[config.mk]
export PLATFORM = sky130hd
export DESIGN_NAME = key_spi_tx
export DESIGN_NICKNAME = d
export VERILOG_FILES = /design/src/rtl/key_spi_tx.sv
export SDC_FILE = /design/constraint.sdc
export NUM_CORES = 1
export LEC_CHECK = 0
export BUFFER_PORTS_ARGS = -buffer_cell sky130_fd_sc_hd__buf_2
export CORE_MARGIN = 2
export CORE_UTILIZATION = 55
export CTS_BUF_LIST = sky130_fd_sc_hd__clkbuf_8 sky130_fd_sc_hd__clkbuf_16
export DETAILED_ROUTE_END_ITERATION = 8
export GPL_TIMING_DRIVEN = 0
export PLACE_DENSITY_LB_ADDON = 0.3
export SLEW_MARGIN = 20
export SYNTH_ARGS = -nofsm -noshare
export SYNTH_HDL_FRONTEND = slang
export SYNTH_SLANG_ARGS = --single-unit
[constraint.sdc]
create_clock -name clk -period 2.8 [get_ports clk]
set_input_delay 0.14 -clock clk [delete_from_list [all_inputs] [get_ports clk]]
set_output_delay 0.14 -clock clk [all_outputs]
set_load 0.03 [all_outputs]
[src/rtl/key_spi_tx.sv]
// Key-change event queue served one byte per frame over a mode-0 SPI slave; optional auto-repeat via KEY_SPI_REPEAT_EN.
// Latency: a key change is queued 2 clk after the pin; SPI strobes act 3 clk after the sck/cs_n pin edge.
// Backpressure: none toward the key source; a push into a full FIFO without a pop is dropped and sets sticky overflow.
module key_spi_tx #(
    parameter int          DEPTH         = 4,
    parameter logic [23:0] REPEAT_CYCLES = 24'd4000000
) (
    input  logic                     clk,
    input  logic                     reset,
    input  logic [3:0]               key_pressed,
    input  logic                     sck,
    input  logic                     cs_n,
    output logic                     sdo,
    output logic [$clog2(DEPTH):0]   fifo_count,
    output logic                     overflow
);
    localparam int AW = $clog2(DEPTH);
    localparam logic [AW:0] FULL_CNT = (AW+1)'(DEPTH);

    typedef enum logic [1:0] {IDLE, SHIFT, DONE} state_t;

    logic [3:0]    cur_key_q, prev_key_q;
    logic          sck_s1_q, sck_s2_q, sck_h_q;
    logic          cs_s1_q, cs_s2_q, cs_h_q;
    logic [3:0]    mem_q [DEPTH];
    logic [AW-1:0] wr_ptr_q, rd_ptr_q;
    logic [AW:0]   count_q;
    logic          overflow_q;
    state_t        state_q;
    logic [7:0]    shift_q;
    logic [3:0]    bit_cnt_q;
    logic          sdo_q, valid_q, sent_ovf_q;

    logic sck_rise, sck_fall, cs_fall;
    logic change, rep_push, push, pop, clr_ovf, full, empty, wr_en, drop;
    logic [7:0] frame_byte;

    always_ff @(posedge clk or negedge reset) begin
        if (!reset) begin
            cur_key_q  <= 4'd0;
            prev_key_q <= 4'd0;
            sck_s1_q   <= 1'b0;
            sck_s2_q   <= 1'b0;
            sck_h_q    <= 1'b0;
            cs_s1_q    <= 1'b1;
            cs_s2_q    <= 1'b1;
            cs_h_q     <= 1'b1;
        end else begin
            cur_key_q  <= key_pressed;
            prev_key_q <= cur_key_q;
            sck_s1_q   <= sck;
            sck_s2_q   <= sck_s1_q;
            sck_h_q    <= sck_s2_q;
            cs_s1_q    <= cs_n;
            cs_s2_q    <= cs_s1_q;
            cs_h_q     <= cs_s2_q;
        end
    end

    assign sck_rise = sck_s2_q & ~sck_h_q;
    assign sck_fall = ~sck_s2_q & sck_h_q;
    assign cs_fall  = ~cs_s2_q & cs_h_q;
    assign change   = (cur_key_q != prev_key_q);

`ifdef KEY_SPI_REPEAT_EN
    logic [23:0] hold_q;

    // Repeat fires every REPEAT_CYCLES clk of an unchanged non-zero key, counted from the change.
    assign rep_push = !change && (cur_key_q != 4'd0) && (hold_q == REPEAT_CYCLES - 24'd1);

    always_ff @(posedge clk or negedge reset) begin
        if (!reset) begin
            hold_q <= 24'd0;
        end else if (change || rep_push) begin
            hold_q <= 24'd0;
        end else if (cur_key_q != 4'd0) begin
            hold_q <= hold_q + 24'd1;
        end
    end
`else
    assign rep_push = 1'b0 & (REPEAT_CYCLES != 24'd0);
`endif

    assign push       = change | rep_push;
    assign full       = (count_q == FULL_CNT);
    assign empty      = (count_q == '0);
    assign pop        = (state_q == DONE) && (bit_cnt_q == 4'd8) && valid_q;
    assign clr_ovf    = (state_q == DONE) && (bit_cnt_q == 4'd8) && sent_ovf_q;
    assign wr_en      = push && (!full || pop);
    assign drop       = push && full && !pop;
    assign frame_byte = {!empty, overflow_q, 2'b00, empty ? 4'h0 : mem_q[rd_ptr_q]};

    always_ff @(posedge clk) begin
        if (wr_en) begin
            mem_q[wr_ptr_q] <= cur_key_q;
        end
    end

    always_ff @(posedge clk or negedge reset) begin
        if (!reset) begin
            wr_ptr_q   <= '0;
            rd_ptr_q   <= '0;
            count_q    <= '0;
            overflow_q <= 1'b0;
        end else begin
            if (wr_en) begin
                wr_ptr_q <= wr_ptr_q + (AW)'(1);
            end
            if (pop) begin
                rd_ptr_q <= rd_ptr_q + (AW)'(1);
            end
            if (wr_en && !pop) begin
                count_q <= count_q + (AW+1)'(1);
            end else if (pop && !wr_en) begin
                count_q <= count_q - (AW+1)'(1);
            end
            // A fresh drop outranks the clear of an older reported one.
            if (drop) begin
                overflow_q <= 1'b1;
            end else if (clr_ovf) begin
                overflow_q <= 1'b0;
            end
        end
    end

    always_ff @(posedge clk or negedge reset) begin
        if (!reset) begin
            state_q    <= IDLE;
            shift_q    <= 8'h00;
            bit_cnt_q  <= 4'd0;
            sdo_q      <= 1'b0;
            valid_q    <= 1'b0;
            sent_ovf_q <= 1'b0;
        end else begin
            case (state_q)
                IDLE: begin
                    sdo_q <= 1'b0;
                    if (cs_fall) begin
                        shift_q    <= frame_byte;
                        sdo_q      <= frame_byte[7];
                        bit_cnt_q  <= 4'd0;
                        valid_q    <= !empty;
                        sent_ovf_q <= overflow_q;
                        state_q    <= SHIFT;
                    end
                end
                SHIFT: begin
                    if (cs_s2_q) begin
                        sdo_q   <= 1'b0;
                        state_q <= DONE;
                    end else begin
                        if (sck_rise && bit_cnt_q != 4'd8) begin
                            bit_cnt_q <= bit_cnt_q + 4'd1;
                        end
                        // Past the eighth bit the register drains to zero and sdo stays low.
                        if (sck_fall) begin
                            if (bit_cnt_q < 4'd8) begin
                                shift_q <= {shift_q[6:0], 1'b0};
                                sdo_q   <= shift_q[6];
                            end else begin
                                shift_q <= 8'h00;
                                sdo_q   <= 1'b0;
                            end
                        end
                    end
                end
                DONE: begin
                    sdo_q   <= 1'b0;
                    state_q <= IDLE;
                end
                default: begin
                    sdo_q   <= 1'b0;
                    state_q <= IDLE;
                end
            endcase
        end
    end

    assign sdo        = sdo_q;
    assign fifo_count = count_q;
    assign overflow   = overflow_q;

endmodule

==> results of run 1 <==
[cells by family after synthesis]
| group | count (synthesis) | share of synthesized area |
|---|---|---|
| flip-flops | 54 | 0.637 |
| adder cells (fa/ha/maj) | 8 | 0.0477 |
| XOR/XNOR | 10 | 0.0388 |
| AND/OR/NAND/NOR | 49 | 0.118 |
| multiplexers | 7 | 0.0566 |
| AO/OA/AOI/OAI | 25 | 0.0738 |
| buffers and inverters | 15 | 0.0289 |
[repair_timing]
action | CTS | global route
endpoints found under the setup margin | 0 | 2
setup buffers | 0 | 1
endpoints found under the hold margin | 41 | 0
hold buffers | 7 | 0
[per-layer routing]
layer  wire, um  GRT usage
met1       1510      0.204
met3        106     0.0493
met4         65     0.0825
met2       1690      0.290
met5          0          0
[synthesized netlist by cell type, types with 2 or more instances]
| cell | count |
|---|---|
| edfxtp_1 | 16 |
| o21ai_0 | 11 |
| mux2_2 | 2 |
| nand2_1 | 19 |
| nand4_1 | 2 |
| nand2b_1 | 2 |
| xnor2_1 | 3 |
| nor2_1 | 7 |
| clkbuf_1 | 2 |
| nor2b_1 | 3 |
| inv_1 | 11 |
| xor2_1 | 7 |
| and3_1 | 2 |
| ha_1 | 7 |
| mux4_2 | 4 |
| dfstp_2 | 3 |
| o211ai_1 | 3 |
| nand3_1 | 2 |
| and2_2 | 5 |
| a21oi_1 | 3 |
| dfrtp_1 | 35 |
[cell type report]
cell class / count / area [um2] / area share
clock buffer: 5 / 68.8 / 0.0270
multi-input combinational: 99 / 754 / 0.296
clock inverter: 3 / 26.3 / 0.0103
sequential: 54 / 1440 / 0.563
timing repair buffer: 20 / 138 / 0.0540
buffer: 4 / 23.8 / 0.00932
inverter: 11 / 41.3 / 0.0162
tap: 50 / 62.6 / 0.0245
[where the power goes]
part | switching [uW] | internal, uW
Clock | 263 | 186
Combinational | 271 | 233
Sequential | 102 | 1010
[critical path, stage by stage (launching register included)]
cell	delay, ps
dfrtp_1	430
inv_1	70
ha_1	200
nand3b_4	120
or3_1	380
buf_6	150
a31oi_4	180
ha_1	200
inv_1	60
fa_1	370
xor2_1	150
nor2_1	110
xor2_1	150
[final timing paths]
check | slack (ps) | cells after the start | start | endpoint
setup / recovery | 160 | 12 | bit_cnt_q[0] | fifo_count[2]
hold / removal | 340 | 0 | sck_s1_q | sck_s2_q
setup reg to reg | 160 | 12 | bit_cnt_q[0] | fifo_count[2]
hold reg to reg | 340 | 0 | sck_s1_q | sck_s2_q
max in group asynchronous | 1850 | 2 | reset | wr_ptr_q[1]
min in group asynchronous | 430 | 2 | reset | bit_cnt_q[2]
[metrics by stage]
stage	area, um2	std cells	worst slack, ps
6_report	2550	246	162
2_1_floorplan	2250	168	286
3_5_place_dp	2380	230	75.9
4_1_cts	2540	245	45.6
5_1_grt	2550	246	14.2
3_3_place_gp	2380	230	160
[flip-flops by register name, summed over array words and instances, names as in the netlist]
signal      cells
mem_q          16
shift_q         7
bit_cnt_q       4
cur_key_q       4
prev_key_q      4
fifo_count      3
rd_ptr_q        2
state_q         2
wr_ptr_q        2
cs_h_q          1
cs_s1_q         1
cs_s2_q         1
overflow        1
sck_h_q         1
sck_s1_q        1
sck_s2_q        1
sdo             1
sent_ovf_q      1
valid_q         1
==> results.txt, run 1 <==
----------------------------------------------------
[Run status]
  Status ... complete, no violations

[Timing]
  Final number of setup-violating endpoints ... 0
  Measured slew at the worst slew-check pin ... 793 ps
  Max-Slew Margin vs Limit ... 0.471
  Final hold violation count ... 0
  Unrepaired setup endpoints after global routing ... no
  Minimum hold slack ... 343 ps
  Sum Neg Setup Slack ... 0 ps
  Maximum operating frequency ... 0.379 GHz
  Final critical-path share of the clock period ... 0.942
  Final worst path period need ... 2640 ps
  Fin. max-slew vios ... 0
  Worst Skew ... 11.4 ps

[Placed design]
  Final Wtd Congestion ... 0.784
  I/O Buffers ... 12
  Estimated wirelength of the detail-placed design ... 2420 um

[CTS]
  Number of H-tree levels ... 2
  Bufs on Longest Clock Path ... 2
  Number of clock sinks ... 54
  Clock tree from TritonCTS ... built
  Clock latency at the later pin of the worst-skew pair ... 310 ps
  Count of instances resized after the clock tree is built ... 0
  Clk pin slew, worst setup/hold paths ... 100 ps
  Clk root buf ... clkbuf_8
  Total clock buffers created by CTS ... 5

[Synth]
  Mapped Cells ... 168
  Number of synthesized flops with an enable pin ... 16
  Mean instance size in the synthesized netlist ... 13.4 um2
  Largest cells by area after synthesis ... dfrtp_1, edfxtp_1, mux4_2, ha_1, dfstp_2
  Mapped cell area ... 2250 um2
  Syn Nets ... 184
  Yosys top cell by area ... dfrtp_1
  FF+latch count, synth ... 54
  Part of the Yosys area used for sequential elements ... 0.637
  Top FF cell, synth ... dfrtp_1
  Synth top area share ... 0.388
  Share of synthesized flip-flops with an asynchronous set or reset ... 0.704
  Warnings, synthesis ... 0
  Distinct cell type count after synthesis ... 40

[Final layout]
  Highest-count cells in the layout ignoring fill and taps ... dfrtp_1, nand2_1, edfxtp_1, buf_2
  Syn-to-layout area delta ... 13.1%
  Total inserted antenna cells ... 0
  Most frequent standard cell in the layout excluding fill and tap cells ... dfrtp_1
  Layout cells sized above 1 ... 0.204
  Filler cell count in the final layout ... 319
  Share of the core filled with cells ... 0.642
  Final net count ... 211

[GRT]
  Global routing usage summed across all routing layers ... 0.173
  Via count of the first global-routing pass ... 1352
  Pin count of the biggest net entering global routing ... 39
  Antenna violations before repair ... 0
  Total global routing overflow ... 0
  Wire length of the first global-routing pass ... 5710 um

[Job]
  Maximum Capacitance Violations ... 0

[Critical path]
  Critical Path RT ... 3030 ps
  Crit start category ... register
  Peak fanout along the critical path ... 5
  Setup crit end kind ... register
  Worst Setup Path Type ... reg2reg
  Worst endpoint data arrival time ... 2870 ps

[Die]
  Overall die area ... 4630 um2
  Site Rows ... 23
  Effective utilization at floorplan ... 0.568
  Die Span X ... 68.0 um
  Total core area ... 3970 um2
  Number of ports placed on the die boundary ... 13
  Die Height ... 68.0 um

[Routing]
  Number of optimization iterations in the first detailed-route pass ... 4
  Remaining antenna violation count ... 0
  Violation count after the first detailed-route iteration ... 85
  Total via count after detailed routing ... 1286
  Routed len/inst ... 13.7 um
  DRC Markers ... 0
  Routed Wire Length ... 3370 um
  Vias per inst ... 5.23

[Power and ir drop]
  LEAKAGE ... 0.00108 uW
  Tot Pwr ... 2060 uW
  Maximum VDD drop ... 0.000593 V
  Areal power density over the cells ... 808 nW/um2

[Min path]
  Worst min-delay path class ... reg2reg

----------------------------------------------------
(Power assumes the default switching activity.)
==> run 2: changes to the inputs <==
--- a/config.mk
+++ b/config.mk
@@ -7,7 +7,7 @@
 export LEC_CHECK = 0
 export BUFFER_PORTS_ARGS = -buffer_cell sky130_fd_sc_hd__buf_2
 export CORE_MARGIN = 2
-export CORE_UTILIZATION = 55
+export CORE_UTILIZATION = 50
 export CTS_BUF_LIST = sky130_fd_sc_hd__clkbuf_8 sky130_fd_sc_hd__clkbuf_16
 export DETAILED_ROUTE_END_ITERATION = 8
 export GPL_TIMING_DRIVEN = 0
==> results.txt, run 2 (synthesis results as in run 1) <==
----------------------------------------------------
[GRT]
  Wire length of the first global-routing pass ... 5950 um (+4.1%)
  Via count of the first global-routing pass ... 1315 (-2.7%)
  Pin count of the biggest net entering global routing ... 39 (unchanged)
  Antenna violations before repair ... 0 (unchanged)
  Total global routing overflow ... 0 (unchanged)
  Global routing usage summed across all routing layers ... 0.152 (-0.0208)

[Critical path]
  Worst endpoint data arrival time ... 2850 ps (-20 ps)
  Crit start category ... register
  CP cell instances ... inv_1, ha_1, nand3b_4, or3_1, buf_6, a31oi_4, ha_1, inv_1, fa_1, xor2_1, nor2_1, xor2_1
  Worst Setup Path Type ... reg2reg
  Standard cell with the maximum stage delay on the critical path ... dfrtp_1
  Largest stage delay on the critical path ... 430 ps (about the same)
  Peak fanout along the critical path ... 5 (unchanged)
  Setup crit end kind ... register
  Critical Path RT ... 3040 ps (about the same)
  Number of buffer and inverter stages on the critical path ... 3 (unchanged)
  CP delay by family, top ... adder cells

[CTS]
  Number of H-tree levels ... 2 (unchanged)
  Number of clock sinks ... 54 (unchanged)
  Clk pin slew, worst setup/hold paths ... 100 ps (about the same)
  Clk root buf ... clkbuf_8
  Bufs on Longest Clock Path ... 2 (unchanged)
  Clock latency at the later pin of the worst-skew pair ... 310 ps (about the same)
  Count of instances resized after the clock tree is built ... 0 (unchanged)
  Clock tree from TritonCTS ... built
  Total clock buffers created by CTS ... 5 (unchanged)

[Timing]
  Sum Neg Setup Slack ... 0 ps (unchanged)
  Worst Skew ... 7.84 ps (-3.55 ps)
  Worst Slack Setup Final ... 185 ps (+22.7 ps)
  Max-Slew Margin vs Limit ... 0.467 (-0.00380)
  Maximum operating frequency ... 0.382 GHz (+0.87%)
  Measured slew at the worst slew-check pin ... 799 ps (+5.70 ps)
  Final hold violation count ... 0 (unchanged)
  Unrepaired setup endpoints after global routing ... no
  Final critical-path share of the clock period ... 0.934 (-0.00812)
  Final number of setup-violating endpoints ... 0 (unchanged)
  Final worst path period need ... 2620 ps (-22.7 ps)
  Fin. max-slew vios ... 0 (unchanged)

[Routing]
  Routed len/inst ... 13.8 um (+0.34%)
  Total via count after detailed routing ... 1316 (+2.3%)
  Vias per inst ... 5.31 (+1.5%)
  Violation count after the first detailed-route iteration ... 83 (-2.4%)
  Remaining antenna violation count ... 0 (unchanged)
  Number of optimization iterations in the first detailed-route pass ... 4 (unchanged)
  DRC Markers ... 0 (unchanged)
  Routed Wire Length ... 3410 um (+1.2%)

[Die]
  Die Height ... 71.2 um (+4.6%)
  Site Rows ... 24 (+4.3%)
  Overall die area ... 5060 um2 (+9.4%)
  Die Span X ... 71.2 um (+4.6%)
  Effective utilization at floorplan ... 0.518 (-0.0499)
  Number of ports placed on the die boundary ... 13 (unchanged)
  Total core area ... 4350 um2 (+9.6%)

[Job]
  Maximum Capacitance Violations ... 0 (unchanged)

[Placed design]
  Minimum setup slack after placement ... 92.3 ps (+16.4 ps)
  Placed instance area ... 2380 um2 (+0.11%)
  Final Wtd Congestion ... 0.750 (-4.2%)
  Estimated wirelength of the detail-placed design ... 2450 um (+1.2%)
  I/O Buffers ... 12 (unchanged)

[Power and ir drop]
  LEAKAGE ... 0.00107 uW (-0.27%)
  Tot Pwr ... 2060 uW (+0.18%)
  Areal power density over the cells ... 809 nW/um2 (about the same)
  Maximum VDD drop ... 0.000584 V (-1.5%)

[Final layout]
  Highest-count cells in the layout ignoring fill and taps ... dfrtp_1, nand2_1, edfxtp_1, buf_2
  Syn-to-layout area delta ... 13.3%
  Biggest register ... mem_q
  Registers with the most flip-flops ... mem_q: 16 flops, shift_q: 7 flops
  Total inserted antenna cells ... 0 (unchanged)
  Most frequent standard cell in the layout excluding fill and tap cells ... dfrtp_1
  Flip-flop count of the largest register, all copies and words added ... 16 (unchanged)
  Post-Layout Inst Area ... 2550 um2 (+0.15%)
  Final net count ... 211 (unchanged)
  Layout cells sized above 1 ... 0.204 (unchanged)
  Share of the core filled with cells ... 0.586 (-0.0556)

[Min path]
  Worst min-delay path class ... reg2reg

[Run status]
  Status ... complete, no violations

----------------------------------------------------
-- run 2: final cells by class --
cell class | count | area (um2)
well taps | 52 | 65.1
plain buffers | 4 | 23.8
repair buffers | 20 | 138
multi-input cells | 99 | 754
clock buffers | 5 | 68.8
inverters | 11 | 41.3
fillers | 341 | 1800
flip-flops and latches | 54 | 1440
clock inverters | 3 | 27.5
-- run 2: worst register-to-register path: cells and delay by family, from the launching register on --
kind	cells	cell delay [ps]
adder cells (fa/ha/maj)	3	780
AO/OA/AOI/OAI	1	180
AND/OR/NAND/NOR	3	590
flip-flops	1	430
XOR/XNOR	2	300
buffers and inverters	3	280
-- run 2: where the power goes --
part / switching [uW] / leakage (uW) / total, uW / internal (uW)
logic: 271 / 0.000418 / 501 / 230
clock network: 270 / 0.0000467 / 455 / 186
registers: 103 / 0.000609 / 1110 / 1000
-- run 2: path summary, 6_finish.rpt --
check	startpoint	to	slack (ps)	depth (start not counted)
min in group asynchronous	reset	shift_q[5]	450	2
max in group asynchronous	reset	prev_key_q[3]	1850	2
worst min register to register	cs_s1_q	cs_s2_q	360	0
worst max register to register	bit_cnt_q[0]	fifo_count[2]	180	12
worst max-delay path	bit_cnt_q[0]	fifo_count[2]	180	12
worst min-delay path	cs_s1_q	cs_s2_q	360	0
-- run 2: timing repair --
item,4_1_cts,5_1_grt
endpoints found under the hold margin,41,0
endpoints found under the setup margin,0,2
hold buffers,7,0
buffers inserted,0,1
-- run 2: metrics by stage --
| stage | std cells | hold WS, ps |
|---|---|---|
| floorplan | 168 | -156 |
| global placement | 232 | 245 |
| detailed placement | 232 | 249 |
| CTS | 247 | 367 |
| global route | 248 | 373 |
| finish | 248 | 365 |
-- run 2: metal layers --
metal	track usage	share of wire	vias to the layer above	routed length, um
met3	0.0442	0.036	5	122
met1	0.188	0.45	656	1550
met5	0	0	-	0
met4	0.0566	0.011	0	38
met2	0.253	0.50	20	1700
li1	-	-	635	-
